## src/rtl/tnn_pkg.sv

```systemverilog
// Shared definitions for the ternary neuron: trit encoding, datapath widths,
// controller states and an exact 25-bit popcount helper.
package tnn_pkg;

    localparam int POP_W   = 5;
    localparam int DELTA_W = 6;

    typedef logic [1:0] trit_t;

    localparam trit_t TRIT_POS  = 2'b01;
    localparam trit_t TRIT_NEG  = 2'b11;
    localparam trit_t TRIT_ZERO = 2'b00;

    typedef enum logic {
        ST_ACCUM,
        ST_HOLD
    } state_e;

    function automatic logic [POP_W-1:0] popcount25(input logic [24:0] v);
        logic [POP_W-1:0] cnt;
        cnt = '0;
        for (int i = 0; i < 25; i++) begin
            cnt = cnt + POP_W'(v[i]);
        end
        return cnt;
    endfunction

endpackage

```

## src/rtl/ternary_dot25.sv

```systemverilog
// Combinational ternary dot product of 25 binary activations against a
// positive/negative weight mask pair; a bit set in both masks contributes 0.
module ternary_dot25
    import tnn_pkg::*;
(
    input  logic [24:0]               x,
    input  logic [24:0]               wpos,
    input  logic [24:0]               wneg,
    output logic signed [DELTA_W-1:0] delta
);

    logic [24:0]      posMask;
    logic [24:0]      negMask;
    logic [POP_W-1:0] popPos;
    logic [POP_W-1:0] popNeg;

    assign posMask = wpos & ~wneg;
    assign negMask = wneg & ~wpos;

    assign popPos = popcount25(x & posMask);
    assign popNeg = popcount25(x & negMask);

    // Zero-extend both counts by one bit so the difference spans -25..+25.
    assign delta = $signed({1'b0, popPos}) - $signed({1'b0, popNeg});

endmodule

```

## src/rtl/ternary_neuron_acc.sv

```systemverilog
// Sequential ternary neuron: accumulates NBEATS ternary dot products, then
// thresholds the sum to a trit and holds it on a valid/ready output.
module ternary_neuron_acc
    import tnn_pkg::*;
#(
    parameter int NBEATS  = 4,
    parameter int ACC_W   = 8,
    parameter int THR_POS = 10,
    parameter int THR_NEG = -10
) (
    input  logic                    clk,
    input  logic                    rst_n,
    input  logic                    in_valid,
    output logic                    in_ready,
    input  logic [24:0]             in_x,
    input  logic [24:0]             in_wpos,
    input  logic [24:0]             in_wneg,
    output logic                    out_valid,
    input  logic                    out_ready,
    output logic [1:0]              out_trit,
    output logic signed [ACC_W-1:0] out_sum
);

    localparam int CNT_W = (NBEATS > 1) ? $clog2(NBEATS) : 1;
    localparam logic [CNT_W-1:0] LAST_BEAT = CNT_W'(NBEATS - 1);
    localparam longint ACC_MAX = (64'sd1 <<< (ACC_W - 1)) - 64'sd1;

    if (NBEATS < 1) begin : g_bad_nbeats
        $error("ternary_neuron_acc: NBEATS must be at least 1");
    end
    if (ACC_MAX < 25 * NBEATS) begin : g_bad_accw
        $error("ternary_neuron_acc: ACC_W too narrow for 25*NBEATS");
    end
    if (THR_NEG >= THR_POS) begin : g_bad_thr
        $error("ternary_neuron_acc: THR_NEG must be below THR_POS");
    end

    state_e                   state_q, state_d;
    logic signed [ACC_W-1:0]  acc_q, acc_d;
    logic [CNT_W-1:0]         cnt_q, cnt_d;
    logic signed [ACC_W-1:0]  sum_q, sum_d;
    trit_t                    trit_q, trit_d;

    logic signed [DELTA_W-1:0] delta;
    logic signed [ACC_W-1:0]   deltaExt;
    logic signed [ACC_W-1:0]   accNext;

    ternary_dot25 u_dot (
        .x    (in_x),
        .wpos (in_wpos),
        .wneg (in_wneg),
        .delta(delta)
    );

    assign deltaExt = {{(ACC_W - DELTA_W){delta[DELTA_W-1]}}, delta};
    assign accNext  = acc_q + deltaExt;

    function automatic trit_t threshold(input logic signed [ACC_W-1:0] s);
        if (s >= THR_POS) begin
            return TRIT_POS;
        end else if (s <= THR_NEG) begin
            return TRIT_NEG;
        end
        return TRIT_ZERO;
    endfunction

    // Handshakes depend on state alone, so out_ready never reaches in_ready combinationally.
    assign in_ready  = (state_q == ST_ACCUM);
    assign out_valid = (state_q == ST_HOLD);
    assign out_sum   = sum_q;
    assign out_trit  = trit_q;

    always_comb begin
        state_d = state_q;
        acc_d   = acc_q;
        cnt_d   = cnt_q;
        sum_d   = sum_q;
        trit_d  = trit_q;
        case (state_q)
            ST_ACCUM: begin
                if (in_valid) begin
                    if (cnt_q == LAST_BEAT) begin
                        sum_d   = accNext;
                        trit_d  = threshold(accNext);
                        acc_d   = '0;
                        cnt_d   = '0;
                        state_d = ST_HOLD;
                    end else begin
                        acc_d = accNext;
                        cnt_d = cnt_q + CNT_W'(1);
                    end
                end
            end
            ST_HOLD: begin
                if (out_ready) begin
                    state_d = ST_ACCUM;
                end
            end
            default: state_d = ST_ACCUM;
        endcase
    end

    always_ff @(posedge clk or negedge rst_n) begin
        if (!rst_n) begin
            state_q <= ST_ACCUM;
            acc_q   <= '0;
            cnt_q   <= '0;
            sum_q   <= '0;
            trit_q  <= TRIT_ZERO;
        end else begin
            state_q <= state_d;
            acc_q   <= acc_d;
            cnt_q   <= cnt_d;
            sum_q   <= sum_d;
            trit_q  <= trit_d;
        end
    end

endmodule
```

## config.mk

```make
export PLATFORM = sky130hd
export DESIGN_NAME = ternary_neuron_acc
export DESIGN_NICKNAME = d
export VERILOG_FILES = /design/src/rtl/tnn_pkg.sv /design/src/rtl/ternary_dot25.sv /design/src/rtl/ternary_neuron_acc.sv
export SDC_FILE = /design/constraint.sdc
export NUM_CORES = 1
export LEC_CHECK = 0
export ABC_AREA = 1
export BUFFER_PORTS_ARGS = -buffer_cell sky130_fd_sc_hd__buf_2
export CORE_ASPECT_RATIO = 2
export CORE_MARGIN = 10
export CORE_UTILIZATION = 53
export DETAILED_ROUTE_END_ITERATION = 10
export PLACE_DENSITY = 0.82
export SLEW_MARGIN = 20
export SYNTH_ARGS = -nofsm -noshare
export SYNTH_HDL_FRONTEND = slang
export SYNTH_SLANG_ARGS = --single-unit
```

## constraint.sdc

```tcl
create_clock -name clk -period 2.35 [get_ports clk]
set_input_delay 0 -clock clk [delete_from_list [all_inputs] [get_ports clk]]
set_output_delay 0 -clock clk [all_outputs]
set_load 0.02 [all_outputs]
```

==> metrics.txt <==
Clock Latency Late Sink 260 ps; clk slew on worst S/H paths 60 ps; most instantiated cells after synthesis inv_1 (105), nand2_1 (96), nor2_1 (41); Yosys top cell area share 24.89%; clock root cell clkbuf_16; capturing point of the worst reg2reg path out_trit[0]$_DFFE_PN0P_; Worst Hold Class input port to asynchronous set/reset pin; number of buffers created by CTS 3; post-synthesis average cell area 7.365 µm²; ys async rst share 100.0%; Vias per Instance 5.513; core region area 5660 µm²; Post-DRT Antenna Nets 0; Yosys reg bits 21; die area 9389 µm²; Achievable Freq 178.8 MHz; CTS Sinks 21; r2r setup slk 280 ps; chip width 73.70 µm; Critical Path RT 2470 ps; Final HPWL DP 7737 µm; Worst Skew 2.840 ps; vias in the first global route 3745; failing checks setup timing; RSZ-0062 raised after global routing yes; worst reg2reg path depth 13; Routed WL per cell 18.52 µm; Syn Std Cell Area 3057 µm²; GRT Util Overall 20.92%; DR vias 3352; status finished, violations left; Main synth FF type dfrtp_1; n_diodes 0; fin nets 693; crit path from in_wneg[0]; I/O Buffers 90; CP startpoint kind input port; Unique masters post-synth 22; DRT Pass-1 Iters 4; relative slew slack 58.26%; Final setup viols 18; period utilization 238.0%; Least-Margin Pin Slew 625.4 ps; Fillers 293; Fin. Hold Viols 0; Die Span Y 127.4 µm; max cap viols 0; H-tree depth 1; Rows 39; I/O pins 91; number of flops mapped to enable cells by yosys 0; Initial Util 54.00%; Setup Crit Path Kind input port to flop; first-pass GRT wire length 15840 µm; Critical Path Sink Type flop; Yosys top cell by area fa_1; Clock Tree Buf Depth 2; share of cells above drive strength 1 47.53%; sequential-to-total area share from yosys stat 17.19%; fin crit period 5594 ps; gr ovfl total 0; Routed WL 11260 µm; final count of pins violating max slew 0; crit-path max FO 5; largest net degree at the start of global routing 22; Critical Path AT 5710 ps; YS warnings 0; Area Growth Syn to Fin 55.38%; initial antenna violation count 0; Final WS setup -3244 ps; placer's final routability congestion estimate 0.9557; most frequent cell after synthesis inv_1; origin of the critical flop-to-flop path acc_q[0]$_DFFE_PN0P_; Area contributors post-synth fa_1 (25%), dfrtp_1 (17%), inv_1 (13%); Placement Setup Slack -3513 ps; DRC violations left 0; CTS tree done; initial drt markers 206; Post-Synthesis Cells 415; Synth Net Count 560
-- worst max-delay path, stage by stage --
cell and delay (ps):
buf_8 110, nand2_4 70, nor2_4 40, ha_4 250, inv_2 30, fa_1 490, fa_2 600, fa_1 440
fa_1 490, fa_1 530, inv_2 50, ha_4 150, fa_2 390, xnor2_4 180, ha_4 320, nand2_4 60
o21ai_4 180, xor2_4 240, ha_4 250, buf_6 130, nand2_4 60, inv_2 50, nand2_2 70, nand4_1 140
nand2_4 130, nand3_2 90, nand2_2 100, o21ai_2 60
-- metrics by stage --
step	setup TNS, ps	hold WS, ps	utilization, %	instances	instance area, µm²
2_1_floorplan	-45410	-295.6	-	415	3153
3_3_place_gp	-55520	-32.18	67.62	585	3827
3_5_place_dp	-56090	-29.67	67.62	585	3827
4_1_cts	-50990	238.9	73.67	600	4170
5_1_grt	-54970	287.9	83.91	608	4750
6_report	-52150	241.7	83.91	608	4750
-- cell families (layout without fill, tap and decap cells) --
kind of cell	count (synthesis)	after routing	synth area share, %
and+or+nand+nor	184	184	25.75
AOI/OAI and AO/OA	29	29	5.199
adders and majority gates	66	66	36.35
DFF	21	21	17.19
xor gates and xnor gates	8	8	2.292
buffers and inverters	107	239	13.22
-- worst max path at each step --
stage                                    endpoint  cells past startpoint
final                     out_trit[1]$_DFFE_PN0P_                     28
after global routing      out_trit[0]$_DFFE_PN0P_                     30
after CTS                 out_trit[1]$_DFFE_PN0P_                     31
after detailed placement  out_trit[1]$_DFFE_PN0P_                     31
after global placement    out_trit[1]$_DFFE_PN0P_                     31
after floorplan           out_trit[0]$_DFFE_PN0P_                     29
-- placed cells by master, fill, tap and decap left out, types with 11 or more instances in the layout --
| master | instances |
|---|---|
| inv_1 | 82 |
| buf_2 | 80 |
| nand2_1 | 67 |
| fa_1 | 31 |
| nor2_1 | 30 |
| buf_6 | 24 |
| nand2_2 | 23 |
| buf_4 | 23 |
| dfrtp_1 | 21 |
| nand3_1 | 20 |
| inv_2 | 15 |
| ha_4 | 15 |
| ha_1 | 12 |
| nand2_4 | 11 |
| nand3_2 | 11 |
-- final cells by class --
cell class	instances	area (µm²)	share of cell area, %
flip-flops and latches	21	525.5	11.06
repair buffers	130	878.3	18.49
clock inverters	1	5.005	0.1054
multi-input cells	287	2775	58.43
clock buffers	3	75.07	1.581
inverters	105	414.1	8.720
well taps	61	76.32	1.607
-- state kept, by name (all words and copies together) (netlist names) --
signal	cells
acc_q	8
out_sum	8
out_trit	2
cnt_q	2
out_valid	1
-- what timing repair did --
action / CTS / global route
pin swaps: 30 / 77
hold buffers: 2 / 0
setup endpoints to repair: 18 / 18
cloned: 0 / 0
hold endpoints to repair: 22 / 0
setup buffers: 10 / 9
gates resized for setup: 45 / 121
-- metal layers --
layer  GRT usage, %  routed length, µm  up-vias
met2          42.39               6675      159
met1          16.11               3124     1613
met4          13.45                879        0
li1               -                  -     1517
met3          3.798                582       63
met5              0                  0        -
Power is left out: the tool's default activity adds up to more than one toggle a clock period on the data nets, which glitch-free logic cannot reach.
